===== src/rtl/fracturable_slicel_if.sv =====
// Port bundle for one fracturable logic slice: config shift/commit chain,
// LUT inputs and outputs, flop controls and the carry chain.
interface fracturable_slicel_if #(
    parameter int S_XX_BASE = 4,
    parameter int NUM_LUTS  = 4
);
    logic                              cen;
    logic                              shift_in;
    logic                              shift_out;
    logic                              set_in;
    logic                              set_out;
    logic [2*S_XX_BASE*NUM_LUTS-1:0]   luts_input;
    logic                              reg_we;
    logic                              reg_init;
    logic [2*NUM_LUTS-1:0]             lut_output;
    logic [2*NUM_LUTS-1:0]             lut_output_registered;
    logic                              carry_in;
    logic                              carry_out;

    modport master (
        output cen, shift_in, set_in, luts_input, reg_we, reg_init, carry_in,
        input  shift_out, set_out, lut_output, lut_output_registered, carry_out
    );

    modport slave (
        input  cen, shift_in, set_in, luts_input, reg_we, reg_init, carry_in,
        output shift_out, set_out, lut_output, lut_output_registered, carry_out
    );
endinterface


===== src/rtl/fracturable_slicel.sv =====
// Logic slice: NUM_LUTS fracturable LUTs, ripple carry chain and 2*NUM_LUTS
// output flops, configured through a double-buffered (shadow/active) shift chain.
module fracturable_slicel #(
    parameter int S_XX_BASE = 4,
    parameter int NUM_LUTS  = 4
) (
    input logic                 clk,
    input logic                 rst,
    fracturable_slicel_if.slave bus
);
    localparam int TBL_BITS  = 2 ** (S_XX_BASE + 1);
    localparam int LUT_CFG   = TBL_BITS + 1;
    localparam int NUM_OUT   = 2 * NUM_LUTS;
    localparam int INIT_BASE = NUM_LUTS * LUT_CFG;
    localparam int CFG_BITS  = INIT_BASE + NUM_OUT + 1;

    logic [CFG_BITS-1:0] shadow;
    logic [CFG_BITS-1:0] active;
    logic                set_q;
    logic [NUM_OUT-1:0]  regs;
    logic [NUM_OUT-1:0]  lut_out;
    logic [NUM_LUTS-1:0] o0;
    logic [NUM_LUTS-1:0] a0;
    logic [NUM_LUTS-1:0] sum;
    logic                chain_out;
    logic                carry_en;

    assign carry_en = active[CFG_BITS-1];

    // NOTE: every register here uses <= so all updates see pre-edge values;
    // that is what lets a commit capture the shadow before a same-cycle shift.
    always_ff @(posedge clk) begin
        if (rst) begin
            shadow <= '0;
            active <= '0;
            set_q  <= 1'b0;
            regs   <= '0;
        end else begin
            set_q <= bus.set_in;
            if (bus.cen) begin
                shadow <= {bus.shift_in, shadow[CFG_BITS-1:1]};
            end
            if (bus.set_in) begin
                active <= shadow;
            end
            // Commit reloads init bits straight from the incoming shadow.
            if (bus.set_in) begin
                regs <= shadow[INIT_BASE +: NUM_OUT];
            end else if (bus.reg_init) begin
                regs <= active[INIT_BASE +: NUM_OUT];
            end else if (bus.reg_we) begin
                regs <= lut_out;
            end
        end
    end

    for (genvar i = 0; i < NUM_LUTS; i++) begin : g_lut
        logic [S_XX_BASE-1:0] a;
        logic [S_XX_BASE-1:0] b;
        logic [TBL_BITS-1:0]  tbl;
        logic                 frac;
        logic                 o1;

        assign a    = bus.luts_input[2*S_XX_BASE*i +: S_XX_BASE];
        assign b    = bus.luts_input[2*S_XX_BASE*i + S_XX_BASE +: S_XX_BASE];
        assign tbl  = active[i*LUT_CFG +: TBL_BITS];
        assign frac = active[i*LUT_CFG + TBL_BITS];

        // Split mode uses the two table halves; fused mode one full-depth LUT.
        assign o0[i] = frac ? tbl[{1'b0, a}] : tbl[{b[0], a}];
        assign o1    = frac ? tbl[{1'b1, b}] : o0[i];
        assign a0[i] = a[0];

        assign lut_out[2*i]   = o0[i];
        assign lut_out[2*i+1] = carry_en ? sum[i] : o1;
    end

    // NOTE: the ripple is built with a block-local variable assigned before
    // use on every path, so the chain stays purely combinational (no latch).
    always_comb begin
        logic c;
        c   = bus.carry_in;
        sum = '0;
        for (int i = 0; i < NUM_LUTS; i++) begin
            sum[i] = o0[i] ^ c;
            c      = o0[i] ? c : a0[i];
        end
        chain_out = c;
    end

    assign bus.shift_out             = shadow[0];
    assign bus.set_out               = set_q;
    assign bus.lut_output            = lut_out;
    assign bus.lut_output_registered = regs;
    assign bus.carry_out             = carry_en ? chain_out : bus.carry_in;
endmodule


===== src/flat_wrapper.sv =====
// flat-port wrapper written by rule: the top's interface ports become plain ports
module fracturable_slicel_flat 
#(
    parameter int S_XX_BASE = 4,
    parameter int NUM_LUTS  = 4
)
  (clk, rst, bus_cen, bus_shift_in, bus_set_in, bus_luts_input, bus_reg_we, bus_reg_init, bus_carry_in, bus_shift_out, bus_set_out, bus_lut_output, bus_lut_output_registered, bus_carry_out);
  fracturable_slicel_if #(.S_XX_BASE(S_XX_BASE), .NUM_LUTS(NUM_LUTS)) bus_i ();
  input logic clk;
  input logic rst;
  input wire logic [$bits(bus_i.cen)-1:0] bus_cen;
  input wire logic [$bits(bus_i.shift_in)-1:0] bus_shift_in;
  input wire logic [$bits(bus_i.set_in)-1:0] bus_set_in;
  input wire logic [$bits(bus_i.luts_input)-1:0] bus_luts_input;
  input wire logic [$bits(bus_i.reg_we)-1:0] bus_reg_we;
  input wire logic [$bits(bus_i.reg_init)-1:0] bus_reg_init;
  input wire logic [$bits(bus_i.carry_in)-1:0] bus_carry_in;
  output wire logic [$bits(bus_i.shift_out)-1:0] bus_shift_out;
  output wire logic [$bits(bus_i.set_out)-1:0] bus_set_out;
  output wire logic [$bits(bus_i.lut_output)-1:0] bus_lut_output;
  output wire logic [$bits(bus_i.lut_output_registered)-1:0] bus_lut_output_registered;
  output wire logic [$bits(bus_i.carry_out)-1:0] bus_carry_out;
  assign bus_i.cen = bus_cen;
  assign bus_i.shift_in = bus_shift_in;
  assign bus_i.set_in = bus_set_in;
  assign bus_i.luts_input = bus_luts_input;
  assign bus_i.reg_we = bus_reg_we;
  assign bus_i.reg_init = bus_reg_init;
  assign bus_i.carry_in = bus_carry_in;
  assign bus_shift_out = bus_i.shift_out;
  assign bus_set_out = bus_i.set_out;
  assign bus_lut_output = bus_i.lut_output;
  assign bus_lut_output_registered = bus_i.lut_output_registered;
  assign bus_carry_out = bus_i.carry_out;
  fracturable_slicel #(.S_XX_BASE(S_XX_BASE), .NUM_LUTS(NUM_LUTS)) u_core (.clk(clk), .rst(rst), .bus(bus_i));
endmodule

===== config.mk =====
export PLATFORM = sky130hd
export DESIGN_NAME = fracturable_slicel_flat
export DESIGN_NICKNAME = d
export VERILOG_FILES = /design/src/rtl/fracturable_slicel_if.sv /design/src/rtl/fracturable_slicel.sv /design/src/flat_wrapper.sv
export SDC_FILE = /design/constraint.sdc
export NUM_CORES = 1
export LEC_CHECK = 0
export CAP_MARGIN = 15
export CORE_ASPECT_RATIO = 1.1
export CORE_MARGIN = 1.5
export CORE_UTILIZATION = 24
export CTS_CLUSTER_DIAMETER = 50
export DETAILED_ROUTE_END_ITERATION = 16
export SLEW_MARGIN = 20
export SYNTH_ARGS = -nofsm -noshare
export SYNTH_HDL_FRONTEND = slang
export SYNTH_SLANG_ARGS = --single-unit

===== constraint.sdc =====
create_clock -name clk -period 3 [get_ports clk]
set_clock_uncertainty 0.05 [all_clocks]
set_input_delay 0.6 -clock clk [delete_from_list [all_inputs] [get_ports clk]]
set_output_delay 0.6 -clock clk [all_outputs]
set_load 0.005 [all_outputs]

## After elaboration in Yosys (flattened, before gate mapping)

Cells that the tools add are included.

| word-level totals | value |
|---|---|
| register bits after elaboration | 291 |
| bits of input ports | 40 |
| output and inout port bits | 19 |
| logic and storage cells | 65 |

| operators by class | value |
|---|---|
| $lt $le $gt $ge | 12 |
| mux-type cells | 44 |
| bitwise operators | 4 |
| reductions and logical operators | 1 |

Operators by type and width:

| kind | count |
|---|---|
| $lt A5 B6 Y1 const B | 8 |
| $bmux W1 S4 | 8 |
| $mux W1 | 29 |
| $lt A4 B6 Y1 const B | 4 |
| $mux W8 | 3 |
| $bmux W1 S5 | 4 |
| $xor A1 B1 Y1 | 4 |
| $reduce_bool A3 Y1 | 1 |

## Logic depth before layout (Yosys ltp)

| logic depth | value |
|---|---|
| depth in word-level cells | 11 |
| gate-level depth with buffers | 10 |
| gate-level depth less buffers | 9 |

## Worst setup path after synthesis

Ideal clock, no wire load.

| timing path | value |
|---|---|
| path kind | input to output |
| start | input port bus_luts_input[24] |
| end | output port bus_carry_out |
| data arrival time | 2.507 ns |
| required time | 2.350 ns |
| path slack | -0.157 ns |
| stages on the path | 8 |
| path buffers | 1 |
| cell sequence | buf_2 mux4_2 mux4_2 mux2i_1 inv_2 nor2_1 nor2_1 a22o_1 |

| on the way | value |
|---|---|
| cells in the longest elaborated chain, start to end | 5 |
| elaborated cells on any way between the ends | 7 |
| classes of those cells | mux (7) |

Ends and longest elaborated chain:

| what | RTL line | source |
|---|---|---|
| start, declared | flat_wrapper.sv:14 | `input wire logic [$bits(bus_i.luts_input)-1:0] bus_luts_input;` |
| $bmux W1 S5 or $bmux W1 S4 (tied branches) | fracturable_slicel.sv:70 | `assign o0[i] = frac ? tbl[{1'b0, a}] : tbl[{b[0], a}];` |
| $mux W1 (not written as such) | fracturable_slicel.sv:70 |  |
| $mux W1 * | fracturable_slicel.sv:70 |  |
| net bus_lut_output[6] | flat_wrapper.sv:20 | `output wire logic [$bits(bus_i.lut_output)-1:0] bus_lut_output;` |
| $mux W1 * | fracturable_slicel.sv:86 | `c = o0[i] ? c : a0[i];` |
| $mux W1 * | fracturable_slicel.sv:95 | `assign bus.carry_out = carry_en ? chain_out : bus.carry_in;` |
| end, declared | flat_wrapper.sv:22 | `output wire logic [$bits(bus_i.carry_out)-1:0] bus_carry_out;` |

Mark *: on every way through the listed nets, which the timed path passes. The rest lies on a longest branch. The select of a mux whose other input is x is not followed.

## Worst setup path after layout

| timing path | value |
|---|---|
| start | input port bus_luts_input[17] |
| end | output port bus_lut_output[5] |

| on the way | value |
|---|---|
| cells in the longest elaborated chain, start to end | 5 |
| elaborated cells on any way between the ends | 8 |
| classes of those cells | mux (7); bitwise (1) |

Ends and longest elaborated chain:

| what | RTL line | source |
|---|---|---|
| $bmux W1 S5 or $bmux W1 S4 (tied branches) | fracturable_slicel.sv:70 |  |
| $mux W1 (not written as such) | fracturable_slicel.sv:70 |  |
| $mux W1 * | fracturable_slicel.sv:70 |  |
| $mux W1 or $xor A1 B1 Y1 (tied branches) | fracturable_slicel.sv:71, fracturable_slicel.sv:85 |  |
| $mux W1 * | fracturable_slicel.sv:75 | `assign lut_out[2*i+1] = carry_en ? sum[i] : o1;` |
| end, declared | flat_wrapper.sv:20 |  |

Mark *: on every way between the ends. The rest lies on a longest branch, timed or not. The select of a mux whose other input is x is not followed.

==> summary.txt <==
Failing checks -> negative setup slack
Area of the multi-input gates -> 6240 um2
Largest cells by area after synthesis -> dfxtp_1, mux2i_1, nor2_1
WS Path Type -> primary input to primary output
Synth Cell Area -> 12200 um2
Synth Register Bits -> 291
Post-synth EDFFs -> 0
Nets@finish -> 1371
Clock sinks -> 291
Worst hold-check path type -> register to register
First-pass GRT wire length -> 47.7 mm
Maxcap violations -> 0
CTS max path bufs -> 3
Drt wl/cell -> 14.5 um
Leakage -> 0.00691 uW
Gpl congestion -> 0.846
Most frequent cells after synthesis -> nor2_1, mux2i_1, dfxtp_1, clkbuf_1, mux4_2
Area grow syn2layout -> 32.5%
IO Port Bufs -> 58
Vias -> 8862
Combinational share of power -> 0.079
Pwr Density -> 546 nW/um2
Detailed Routing Iterations Pass 1 -> 4
# diodes -> 0
Drt drc -> 0
Vias per cell -> 4.40
Ys Warns -> 0
Post-synth ARST share -> 0
WP data required -> 2.35 ns
Final WS setup -> -0.420 ns
Final hold slack -> 0.417 ns
Crit path max-delay family -> compound AO/OA/AOI/OAI gates
Vias in the first global route -> 9001
Sw Pwr -> 2120 uW
Critical-path top delay cell -> or4_1
Largest family of logic cells by synthesized area -> multiplexers
CP bufs+invs -> 3
VDD IR-drop max -> 0.000296 V
Fin crit period -> 3.42 ns
CTS buffer count -> 36
Critical Path AT -> 2.77 ns
Register Area -> 5840 um2
CTS root buffer -> clkbuf_16
Filler instances -> 5127
Grt ovf -> 0
Die Wd -> 218 um
Worst path max stage delay -> 0.53 ns
Unrepaired setup endpoints after global routing -> yes
Post-Synth Adder-Cell Area -> 0
Syn avg cell area -> 10.5 um2
Share of the synthesized area in the top cell type -> 0.478
Rel. slew slack -> 0.486
Highest clock rate -> 0.292 GHz
Io pins -> 59
CP cell instances -> clkdlybuf4s15_1 > buf_4 > mux4_2 > mux2i_2 > a311o_1 > or4_1 > o311a_1 > o211a_1 > buf_6
H-tree level count -> 2
Core Rows -> 86
Hold_buf cts -> 0
Dominant cell type by area after synthesis -> dfxtp_1
Initial Util -> 0.243
Synth Area in Simple Gates -> 0.121
Status -> finished with violations
Clock power frac -> 0.481
Total track usage -> 0.112
Post-synthesis mux area share -> 0.326
Core Region -> 50100 um2
Die H -> 239 um
Synth Area in XOR/XNOR -> 0.000718
Startpoint class of the critical path -> primary input
Setup Viol. Count Final -> 7
Final Slew Violations -> 0
Die Area -> 52200 um2
Final Hold Vio Count -> 0
Net Sw Frac -> 0.240
Worst Path Max Fanout -> 4
Internal power -> 6700 uW
Sequential area share after synthesis -> 0.478
DRT antenna net count -> 0
Compound-Gate Fraction of Synth Area -> 0.0405
Synth Net Count -> 1200
Drt total wl -> 29.2 mm
Tot Pwr -> 8820 uW
CP endpoint kind -> primary output
Most used DFF post-synth -> dfxtp_1
Worst-path clk slew -> 0.06 ns
Initial antenna violation count -> 1
Flop pwr share -> 0.440
Largest net degree at the start of global routing -> 115
DP HPWL -> 19.6 mm
Initial DRC count -> 405
Layout cell share with drive strength beyond 1 -> 0.242
CTS tree -> done
Yosys cell types -> 57
Cells after Synth -> 1160
Worst-margin pin slew -> 0.771 ns
Count leader, synth -> nor2_1
Clock Latency Late Sink -> 0.53 ns
Final period utilization -> 1.14
state kept, by name, indices dropped and copies added, names as in the netlist:
name                              count
u_core.bus.lut_output_registered      8
u_core.bus.set_out                    1
u_core.shadow                       141
u_core.active                       141
cell type report:
cell class,count,share of cell area
clock inverters,17,0.0118
inverters,14,0.00356
flip-flops and latches,291,0.361
repair buffers,214,0.124
multi-input cells,774,0.386
clock buffers,46,0.0619
well taps,660,0.0511
timing repair:
| action | in CTS | in global routing |
|---|---|---|
| pin swaps | 35 | 16 |
| resized for setup | 150 | 17 |
| gates cloned | 3 | 0 |
| buffers inserted | 18 | 5 |
| endpoints found under the setup margin | 10 | 8 |
worst register-to-register path, stage by stage, from the launching register on:
cell and delay [ns]:
dfxtp_2 0.33, mux4_2 0.48, mux4_2 0.49, mux2i_4 0.25, inv_2 0.11, buf_4 0.14
buf_4 0.12, buf_4 0.12, o221a_2 0.23, a21oi_1 0.12, nor3_1 0.06
stage by stage:
stage / std cells / util / setup TNS, ns / area, um2 / setup slack (ns)
2_1_floorplan: 1160 / - / -0.00210 / 12200 / -0.00210
3_3_place_gp: 1934 / 0.288 / -11.38 / 14400 / -1.37
3_5_place_dp: 1934 / 0.288 / -11.88 / 14400 / -1.39
4_1_cts: 2013 / 0.320 / -1.78 / 16100 / -0.477
5_1_grt: 2016 / 0.322 / -2.18 / 16200 / -0.496
6_report: 2016 / 0.322 / -1.69 / 16200 / -0.420
kinds of logic after synthesis:
| kind of cell | after synthesis |
|---|---|
| and+or+nand+nor | 365 |
| muxes | 344 |
| DFF | 291 |
| buffers and inverters | 95 |
| AOI/OAI and AO/OA | 64 |
| xor gates and xnor gates | 1 |
final timing paths:
check | slack [ns] | startpoint | depth (start not counted) | to
setup reg to reg | 0.39 | u_core.active[102]$_SDFFE_PP0P_ | 10 | u_core.bus.lut_output_registered[6]$_SDFFE_PP0P_
hold / removal | 0.42 | u_core.active[136]$_SDFFE_PP0P_ | 2 | u_core.active[136]$_SDFFE_PP0P_
hold reg to reg | 0.42 | u_core.active[136]$_SDFFE_PP0P_ | 2 | u_core.active[136]$_SDFFE_PP0P_
setup / recovery | -0.42 | bus_luts_input[17] | 9 | bus_lut_output[5]
layer usage:
layer  vias up  track usage  share of wire
met5         -            0        0.00031
met4         2       0.0351          0.022
met3        41       0.0202          0.037
met2       114        0.190           0.48
met1      4291        0.144           0.46
li1       4414            -              -
cells in the final DEF, fill, tap and decap left out, drive strengths merged, types with 3 or more instances in the layout:
| master | count |
|---|---|
| a21oi | 12 |
| a2111oi | 5 |
| nor2b | 6 |
| mux2i | 301 |
| nand3 | 11 |
| dfxtp | 291 |
| a211oi | 8 |
| clkdlybuf4s50 | 29 |
| nor2 | 304 |
| clkbuf | 49 |
| o221ai | 4 |
| nand2b | 3 |
| dlygate4sd2 | 8 |
| buf | 168 |
| nand2 | 21 |
| inv | 15 |
| mux4 | 42 |
| and3 | 4 |
| nor3 | 4 |
| clkdlybuf4s15 | 4 |
| o21ai | 6 |
| clkinv | 13 |
power by group through the flow:
stage | registers (uW) | clock network (uW) | logic [uW]
after floorplan | 3960 | 0 | 363
after global placement | 3970 | 0 | 625
after detailed placement | 3970 | 0 | 628
after CTS | 3880 | 4380 | 688
after global routing | 3880 | 4530 | 739
final | 3880 | 4240 | 695
(Power assumes the default switching activity.)
